[src/rtl/axi_wr_dma_ctrl.sv]
// axi_wr_dma_ctrl: write-side DMA sequencer in front of the AXI4 write master.
// Splits one SRAM->DDR job into master-legal chunks (16-bit length, no 4 KB
// crossing), pulses w_start per chunk and serves per-beat SRAM reads.
// Ports: job_* / busy / done / error    job interface to the NPU controller
//        w_*                            control and data to/from the master
//        sram_rd_*                      single-port SRAM, 1-cycle read latency
//        perf_cycles_o                  job cycle count
// Optional macro WR_DMA_PERF_EN enables the perf_cycles_o counter.
module axi_wr_dma_ctrl #(
   parameter int SRAM_ADDR_WIDTH = 32,
   parameter int CHUNK_BYTES     = 4096,
   parameter int START_TIMEOUT   = 64
) (
   input  logic                       clk,
   input  logic                       rst_n,
   input  logic                       job_valid_i,
   output logic                       job_ready_o,
   input  logic [31:0]                job_ddr_addr_i,
   input  logic [SRAM_ADDR_WIDTH-1:0] job_sram_addr_i,
   input  logic [31:0]                job_byte_num_i,
   output logic                       busy_o,
   output logic                       done_o,
   output logic                       error_o,
   output logic [31:0]                w_target_slave_base_addr_o,
   output logic [15:0]                w_total_byte_num_o,
   output logic                       w_start_o,
   input  logic                       w_busy_i,
   input  logic                       w_error_i,
   input  logic [31:0]                w_sram_addr_i,
   input  logic                       w_sram_data_request_i,
   output logic [31:0]                w_data_o,
   output logic                       w_data_valid_o,
   output logic                       sram_rd_en_o,
   output logic [SRAM_ADDR_WIDTH-1:0] sram_rd_addr_o,
   input  logic [31:0]                sram_rd_data_i,
   output logic [31:0]                perf_cycles_o
);

   localparam int AW = SRAM_ADDR_WIDTH;

   typedef enum logic [2:0] {
      IDLE, CALC, START, WAIT_RISE, WAIT_FALL, DONE
   } state_t;

   state_t        state, state_nx;
   logic [31:0]   ddr_addr, remaining, tmo;
   logic [AW-1:0] sram_base, sram_off;
   logic          abort, err_nx, accept;
   logic [31:0]   lim4k, chunk_nx, chunk_cur;
   logic          req_q;
   logic [31:0]   data_hold;

   assign accept      = job_valid_i && (state == IDLE);
   assign job_ready_o = (state == IDLE);
   assign busy_o      = (state != IDLE);
   assign done_o      = (state == DONE);
   assign w_start_o   = (state == START);

   // Bytes left before the next 4 KB boundary of the DDR address.
   assign lim4k     = 32'd4096 - {20'd0, ddr_addr[11:0]};
   assign chunk_cur = {16'd0, w_total_byte_num_o};

   always_comb begin
      chunk_nx = remaining;
      if (chunk_nx > 32'(CHUNK_BYTES)) chunk_nx = 32'(CHUNK_BYTES);
      if (chunk_nx > lim4k)            chunk_nx = lim4k;
   end

   always_comb begin
      state_nx = state;
      err_nx   = 1'b0;
      case (state)
         IDLE: if (accept) state_nx = CALC;
         CALC: begin
            if (remaining == 32'd0) begin
               state_nx = DONE;
            end else if (remaining[1:0] != 2'd0 || ddr_addr[1:0] != 2'd0) begin
               state_nx = DONE;
               err_nx   = 1'b1;
            end else begin
               state_nx = START;
            end
         end
         START: state_nx = WAIT_RISE;
         WAIT_RISE: begin
            if (w_busy_i) begin
               state_nx = WAIT_FALL;
            end else if (tmo == 32'(START_TIMEOUT - 1)) begin
               state_nx = DONE;
               err_nx   = 1'b1;
            end
         end
         WAIT_FALL: begin
            if (!w_busy_i) begin
               if (abort || w_error_i) begin
                  state_nx = DONE;
                  err_nx   = 1'b1;
               end else if (remaining == chunk_cur) begin
                  state_nx = DONE;
               end else begin
                  state_nx = CALC;
               end
            end
         end
         DONE:    state_nx = IDLE;
         default: state_nx = IDLE;
      endcase
   end

   always_ff @(posedge clk) begin
      if (!rst_n) begin
         state                      <= IDLE;
         ddr_addr                   <= '0;
         remaining                  <= '0;
         sram_base                  <= '0;
         sram_off                   <= '0;
         tmo                        <= '0;
         abort                      <= 1'b0;
         error_o                    <= 1'b0;
         w_total_byte_num_o         <= '0;
         w_target_slave_base_addr_o <= '0;
      end else begin
         state <= state_nx;
         if (accept) begin
            ddr_addr  <= job_ddr_addr_i;
            sram_base <= job_sram_addr_i;
            sram_off  <= '0;
            remaining <= job_byte_num_i;
            abort     <= 1'b0;
            error_o   <= 1'b0;
         end
         if (state == CALC && state_nx == START) begin
            w_total_byte_num_o         <= chunk_nx[15:0];
            w_target_slave_base_addr_o <= ddr_addr;
         end
         if (state == START)          tmo <= '0;
         else if (state == WAIT_RISE) tmo <= tmo + 32'd1;
         // A master error lets the current chunk drain, then aborts the job.
         if ((state == WAIT_RISE || state == WAIT_FALL) && w_error_i)
            abort <= 1'b1;
         if (state == WAIT_FALL && !w_busy_i) begin
            ddr_addr  <= ddr_addr + chunk_cur;
            sram_off  <= sram_off + AW'(chunk_cur);
            remaining <= remaining - chunk_cur;
         end
         if (state_nx == DONE && state != DONE)
            error_o <= err_nx;
      end
   end

   assign sram_rd_en_o   = w_sram_data_request_i;
   assign sram_rd_addr_o = sram_base + sram_off + w_sram_addr_i[AW-1:0];
   assign w_data_valid_o = req_q;
   assign w_data_o       = req_q ? sram_rd_data_i : data_hold;

   always_ff @(posedge clk) begin
      if (!rst_n) begin
         req_q     <= 1'b0;
         data_hold <= '0;
      end else begin
         req_q <= w_sram_data_request_i;
         if (req_q) data_hold <= sram_rd_data_i;
      end
   end

`ifdef WR_DMA_PERF_EN
   logic [31:0] perf;
   always_ff @(posedge clk) begin
      if (!rst_n)
         perf <= '0;
      else if (accept)
         perf <= '0;
      else if (busy_o && perf != 32'hFFFF_FFFF)
         perf <= perf + 32'd1;
   end
   assign perf_cycles_o = perf;
`else
   assign perf_cycles_o = '0;
`endif

endmodule

[config.mk]
export PLATFORM = sky130hd
export DESIGN_NAME = axi_wr_dma_ctrl
export DESIGN_NICKNAME = d
export VERILOG_FILES = /design/src/rtl/axi_wr_dma_ctrl.sv
export SDC_FILE = /design/constraint.sdc
export NUM_CORES = 1
export LEC_CHECK = 0
export ABC_AREA = 1
export CAP_MARGIN = 25
export CORE_MARGIN = 5
export CORE_UTILIZATION = 50
export CTS_CLUSTER_DIAMETER = 150
export DETAILED_ROUTE_END_ITERATION = 10
export PLACE_DENSITY = 0.8
export SYNTH_ARGS = -nofsm -noshare
export SYNTH_HDL_FRONTEND = slang
export SYNTH_SLANG_ARGS = --single-unit
[constraint.sdc]
create_clock -name clk -period 6.9 [get_ports clk]
set_input_delay 1.035 -clock clk [delete_from_list [all_inputs] [get_ports clk]]
set_output_delay 1.035 -clock clk [all_outputs]
set_load 0.03 [all_outputs]
==> impl_metrics.json, run 1 <==
{
  "ctsHoldBuffers": 0,
  "synthTopCellsByCount": "nand2_1 (850), inv_1 (324), a21oi_1 (272)",
  "insertion_delay_ns": 0.58,
  "pwr-share-comb": 0.574,
  "clockBufferDepth": 3,
  "rows": 69,
  "holdWs_ns": 0.464,
  "leakagePower_nw": 9.78,
  "worst_pin_slew_ns": 1.02,
  "ys.flop_type": "dfxtp_1",
  "ctsResizeCount": 0,
  "dr.first_iter.drc_count": 1411,
  "synthTopCellsByArea": "dfxtp_1 (27%), nand2_1 (18%), a21oi_1 (7.5%), inv_1 (6.7%), ha_1 (6.4%)",
  "grtUsageTotal": 0.274,
  "vias_per_cell": 5.36,
  "hold_path_class": "flop to flop",
  "pwr-share-clk": 0.189,
  "grt_max_degree": 90,
  "cp-start-kind": "primary input",
  "hold_depth": 2,
  "vdd_drop_max_uv": 257,
  "hold_viol_final": 0,
  "routabilityCongestion": 0.935,
  "fp.coreArea_um2": 35700,
  "clockRootBuffer": "clkbuf_16",
  "total_power_mw": 8.51,
  "async_flop_share": 0,
  "num_vias": 18952,
  "syn_inst": 2816,
  "dp_hpwl_mm": 44.2,
  "ys_seq_area_frac": 0.273,
  "dp.cells": 3482,
  "ys_ff_latch": 246,
  "p_switching_mw": 4.16,
  "grt_pass1_wl_mm": 92.9,
  "crit_type": "primary input to output pin",
  "final_cell_area_um2": 22000,
  "crit_path_end_kind": "output pin",
  "p_sw_frac": 0.489,
  "antenna-diode-count": 0,
  "synth_warnings": 0,
  "p_int_mw": 4.34,
  "cts_tree": "yes",
  "reg2reg_depth": 9,
  "floorplan.initialDensity": 0.507,
  "worstPathArrival_ns": 4.71,
  "synth_edf_count": 0,
  "rr_startpoint": "state[1]",
  "fin_tns_setup_ns": 0,
  "power_density_nw_per_um2": 386,
  "layout-drive-gt1-share": 0.0367,
  "syn_to_final_growth_pct": 21.8,
  "final-setup-viol-count": 0,
  "wl_per_cell_um": 16.4,
  "cts.sinks": 246,
  "p_seq_frac": 0.238,
  "post-place-ws_ns": 1.16,
  "drt-pass1-iter-count": 6,
  "slew_violations": 0,
  "synth_top_area_share": 0.273,
  "cts_setup_buffers": 0,
  "layout.cells.non_filler": 3539,
  "path_max_fanout": 4,
  "final_nets": 3348,
  "cap_violations": 0,
  "setup_slack_ns": 1.16,
  "syn_avg_cell_area_um2": 6.42,
  "grt_pass1_vias": 18273,
  "outcome": "complete, no violations",
  "placed_area_um2": 21000,
  "die_y_um": 200,
  "ios": 317,
  "crit_required_ns": 5.86,
  "numCtsBuffers": 30,
  "post-route-period-util": 0.832,
  "period_needed_ns": 5.74,
  "netlist_area_um2": 18100,
  "fmax_mhz": 174,
  "clk_pin_slew_ns": 0.06,
  "drt-total-wl_mm": 58.1,
  "final_core_util": 0.618,
  "port_buffers": 284,
  "r2r_slack_ns": 3.39,
  "antenna_left": 0,
  "remaining_drc_errors": 0,
  "die-area_um2": 40000,
  "synth.distinct_cells": 51,
  "rsz0062_at_grt": "no",
  "yosysMostFrequentCell": "nand2_1",
  "relSlewSlack": 0.322,
  "htreeDepth": 1,
  "worstSetupStartpoint": "w_sram_addr_i[1]",
  "clock-skew-final_ns": 0.0172,
  "r2r_end": "ddr_addr[3]",
  "fp.dieW_um": 200,
  "hold_end": "abort",
  "yosysTopAreaCell": "dfxtp_1",
  "overflow": 0,
  "antenna_found_initial": 0,
  "min_from": "abort"
}
metal layers:
layer,GRT usage,vias up,wire length [µm]
li1,-,9516,-
met1,0.351,8700,25200
met2,0.478,614,27600
met3,0.0372,122,3220
met4,0.0952,0,2090
met5,0,-,0
cell families (layout without fill, tap and decap cells):
family                   count (synthesis)  after routing  synth area share
AO/OA/AOI/OAI                          499            499             0.151
XOR/XNOR                                71             71            0.0344
adder cells (fa/ha/maj)                128            128             0.103
buffers and inverters                  454            685             0.108
flip-flops                             246            246             0.273
other                                    1             32          0.000207
AND/OR/NAND/NOR                       1417           1417             0.331
final cells by class:
cell class                      instances  area (µm²)
Clock buffer                           38         842
Fill cell                            3318       13600
Tap cell                              461         577
Sequential cell                       246        4920
Timing Repair Buffer                  292        2910
Clock inverter                         18         169
Inverter                              337        1270
Multi-Input combinational cell       2147       11300
state kept, by name, summed over array words and instances (netlist names):
| register | count |
|---|---|
| sram_base | 32 |
| abort | 1 |
| state | 3 |
| data_hold | 32 |
| remaining | 32 |
| error_o | 1 |
| ddr_addr | 32 |
| w_target_slave_base_addr_o | 32 |
| w_total_byte_num_o | 16 |
| tmo | 32 |
| sram_off | 32 |
| w_data_valid_o | 1 |
power groups by stage:
| stage | clock (mW) | combinational (mW) | sequential, mW |
|---|---|---|---|
| global route | 1.70 | 5.38 | 2.05 |
| global placement | 0 | 4.72 | 2.03 |
| detailed placement | 0 | 4.81 | 2.04 |
| floorplan | 0 | 3.27 | 2.14 |
| CTS | 1.63 | 4.83 | 2.02 |
| finish | 1.60 | 4.88 | 2.02 |
how the worst max path moves through the flow:
| stage | slack [ns] | cells past startpoint | to |
|---|---|---|---|
| floorplan | 2.41 | 10 | sram_rd_addr_o[25] |
| global placement | 1.23 | 15 | sram_rd_addr_o[29] |
| detailed placement | 1.16 | 15 | sram_rd_addr_o[29] |
| CTS | 1.16 | 15 | sram_rd_addr_o[29] |
| global route | 0.94 | 15 | sram_rd_addr_o[29] |
| finish | 1.16 | 15 | sram_rd_addr_o[29] |
critical path: stages:
cell and delay (ns):
clkdlybuf4s50_1 0.43, fa_1 0.55, ha_1 0.19, inv_1 0.06
fa_1 0.39, o21ai_1 0.29, a21oi_1 0.18, o21bai_1 0.37
nand2_1 0.09, nand2_1 0.15, nand2_1 0.10, nand2_1 0.07
nand2_1 0.04, nand2_1 0.06, clkdlybuf4s50_1 0.68
placed cells by master, fill, tap and decap left out, drive strengths merged, types with 8 or more instances in the layout:
cell	n
ha	93
clkdlybuf4s50	283
fa	35
a31oi	16
or2	13
and2	13
buf	9
xor2	57
nand2	858
a21o	9
clkinv	10
inv	336
xnor2	14
nor2	266
nand3b	8
nand4	56
nand3	157
nor3	37
dfxtp	246
o21ai	131
o21bai	23
clkbuf	38
a21oi	272
a21boi	9
conb	32
o21a	25
No activity file was read; power rests on OpenSTA's default activity.
==> run 2, diff against run 1 <==
- clock period: 6.9 -> 5.3 ns (I/O delays scaled with it)
==> impl_metrics.json, run 2 (same netlist as run 1, synthesis figures left out) <==
{
  "relSlewSlack": 0.333,
  "routabilityCongestion": 0.969,
  "clockBufferDepth": 3,
  "fmax_mhz": 198,
  "drt-pass1-iter-count": 6,
  "clockRootBuffer": "clkbuf_16",
  "num_vias": 19212,
  "insertion_delay_ns": 0.58,
  "mostFrequentLayoutCells": "nand2_1 (850), inv_1 (323), clkdlybuf4s50_1 (283)",
  "layout-drive-gt1-share": 0.0379,
  "met1_usage": 0.352,
  "overflow": 0,
  "worst_pin_slew_ns": 0.999,
  "fp.coreArea_um2": 35700,
  "top_usage_layer": "met2",
  "numCtsBuffers": 30,
  "ctsHoldBuffers": 0,
  "ios": 317,
  "r2r_slack_ns": 1.83,
  "final_core_util": 0.620,
  "layout_commonest_cell": "nand2_1",
  "cts_tree": "yes",
  "crit_type": "primary input to output pin",
  "total_power_mw": 11.2,
  "dp_hpwl_mm": 44.8,
  "clk_pin_slew_ns": 0.06,
  "leakagePower_nw": 9.85,
  "ctsResizeCount": 0,
  "worst-path-buf-inv": 4,
  "slew_violations": 0,
  "worstPathArrival_ns": 4.25,
  "crit_path_frequent_cell": "nand2_1",
  "vdd_drop_max_uv": 424,
  "hold_viol_final": 0,
  "placed_area_um2": 21100,
  "rsz0062_at_grt": "no",
  "critPathMaxStageDelay_ns": 0.68,
  "final_nets": 3355,
  "cp_slowest_cell": "clkdlybuf4s50_1",
  "drt-total-wl_mm": 58.9,
  "antenna_left": 0,
  "multi_input_area_um2": 11300,
  "dr.first_iter.drc_count": 1320,
  "period_needed_ns": 5.04,
  "die-area_um2": 40000,
  "outcome": "complete, no violations",
  "syn_to_final_growth_pct": 22.4,
  "clock-skew-final_ns": 0.0192,
  "htreeDepth": 1,
  "critPathTopFamily": "buffers and inverters",
  "worstPathCellList": "clkdlybuf4s50_1 > fa_1 > ha_1 > inv_1 > fa_1 > o21ai_1 > buf_4 > nand2_1 > nand3_1 > nand2_1 > nand2_1 > nand3_1 > nand2_1 > xor2_1 > clkdlybuf4s50_1",
  "cts.sinks": 246,
  "crit_path_end_kind": "output pin",
  "n_fill_cell": 3331,
  "port_buffers": 284,
  "grt_pass1_vias": 18408,
  "fin_tns_setup_ns": 0,
  "floorplan.initialDensity": 0.507,
  "antenna_found_initial": 4,
  "vias_per_cell": 5.41,
  "crit_required_ns": 4.51,
  "final-setup-viol-count": 0,
  "die_y_um": 200,
  "cap_violations": 0,
  "global_route.usage.met2": 0.485,
  "wl_per_cell_um": 16.6,
  "post-route-period-util": 0.952,
  "fp.dieW_um": 200,
  "remaining_drc_errors": 0,
  "grt_pass1_wl_mm": 94.5,
  "hold_path_class": "flop to flop",
  "cp-start-kind": "primary input",
  "seq_area_um2": 4920,
  "final_cell_area_um2": 22100,
  "rows": 69,
  "gr-usage-met3": 0.0409,
  "cts_setup_buffers": 0,
  "power_density_nw_per_um2": 508,
  "grtUsageTotal": 0.280,
  "grt_max_degree": 71,
  "path_max_fanout": 3
}
[run 2: per-stage QoR]
| step | hold slack, ns | std cells | setup WS, ns |
|---|---|---|---|
| 2_1_floorplan | 0.441 | 2847 | 1.29 |
| 3_3_place_gp | 0.450 | 3489 | 0.310 |
| 3_5_place_dp | 0.459 | 3490 | 0.211 |
| 4_1_cts | 0.467 | 3546 | 0.208 |
| 5_1_grt | 0.493 | 3548 | 0.0242 |
| 6_report | 0.466 | 3548 | 0.255 |
[run 2: where the power goes]
| part | switching (mW) | internal, mW | total (mW) |
|---|---|---|---|
| Sequential | 0.413 | 2.23 | 2.64 |
| Clock | 0.851 | 1.33 | 2.18 |
| Combinational | 4.18 | 2.22 | 6.41 |
| Total | 5.45 | 5.78 | 11.2 |
[run 2: routing by layer]
metal  wire [µm]  share of wire
met5          25        0.00042
met4        2470          0.042
met3        3960          0.067
met2       27700           0.47
met1       24700           0.42
[run 2: worst paths after layout]
check | end | cells after the start | from
worst max register to register | w_total_byte_num_o[0] | 16 | remaining[13]
worst min-delay path | abort | 2 | abort
worst min register to register | abort | 2 | abort
worst max-delay path | sram_rd_addr_o[31] | 15 | w_sram_addr_i[1]
[run 2: layout make-up]
type | instances | area share
inverter | 337 | 0.0575
sequential | 246 | 0.223
tap | 461 | 0.0261
clock buffer | 43 | 0.0393
clock inverter | 13 | 0.00826
antenna | 2 | 0.000226
timing repair buffer | 299 | 0.134
multi-input combinational | 2147 | 0.512
[run 2: tightest hold or removal path, stage by stage (launching register included)]
cell,delay [ns]
dfxtp_1,0.31
nand2_1,0.06
a21oi_1,0.06
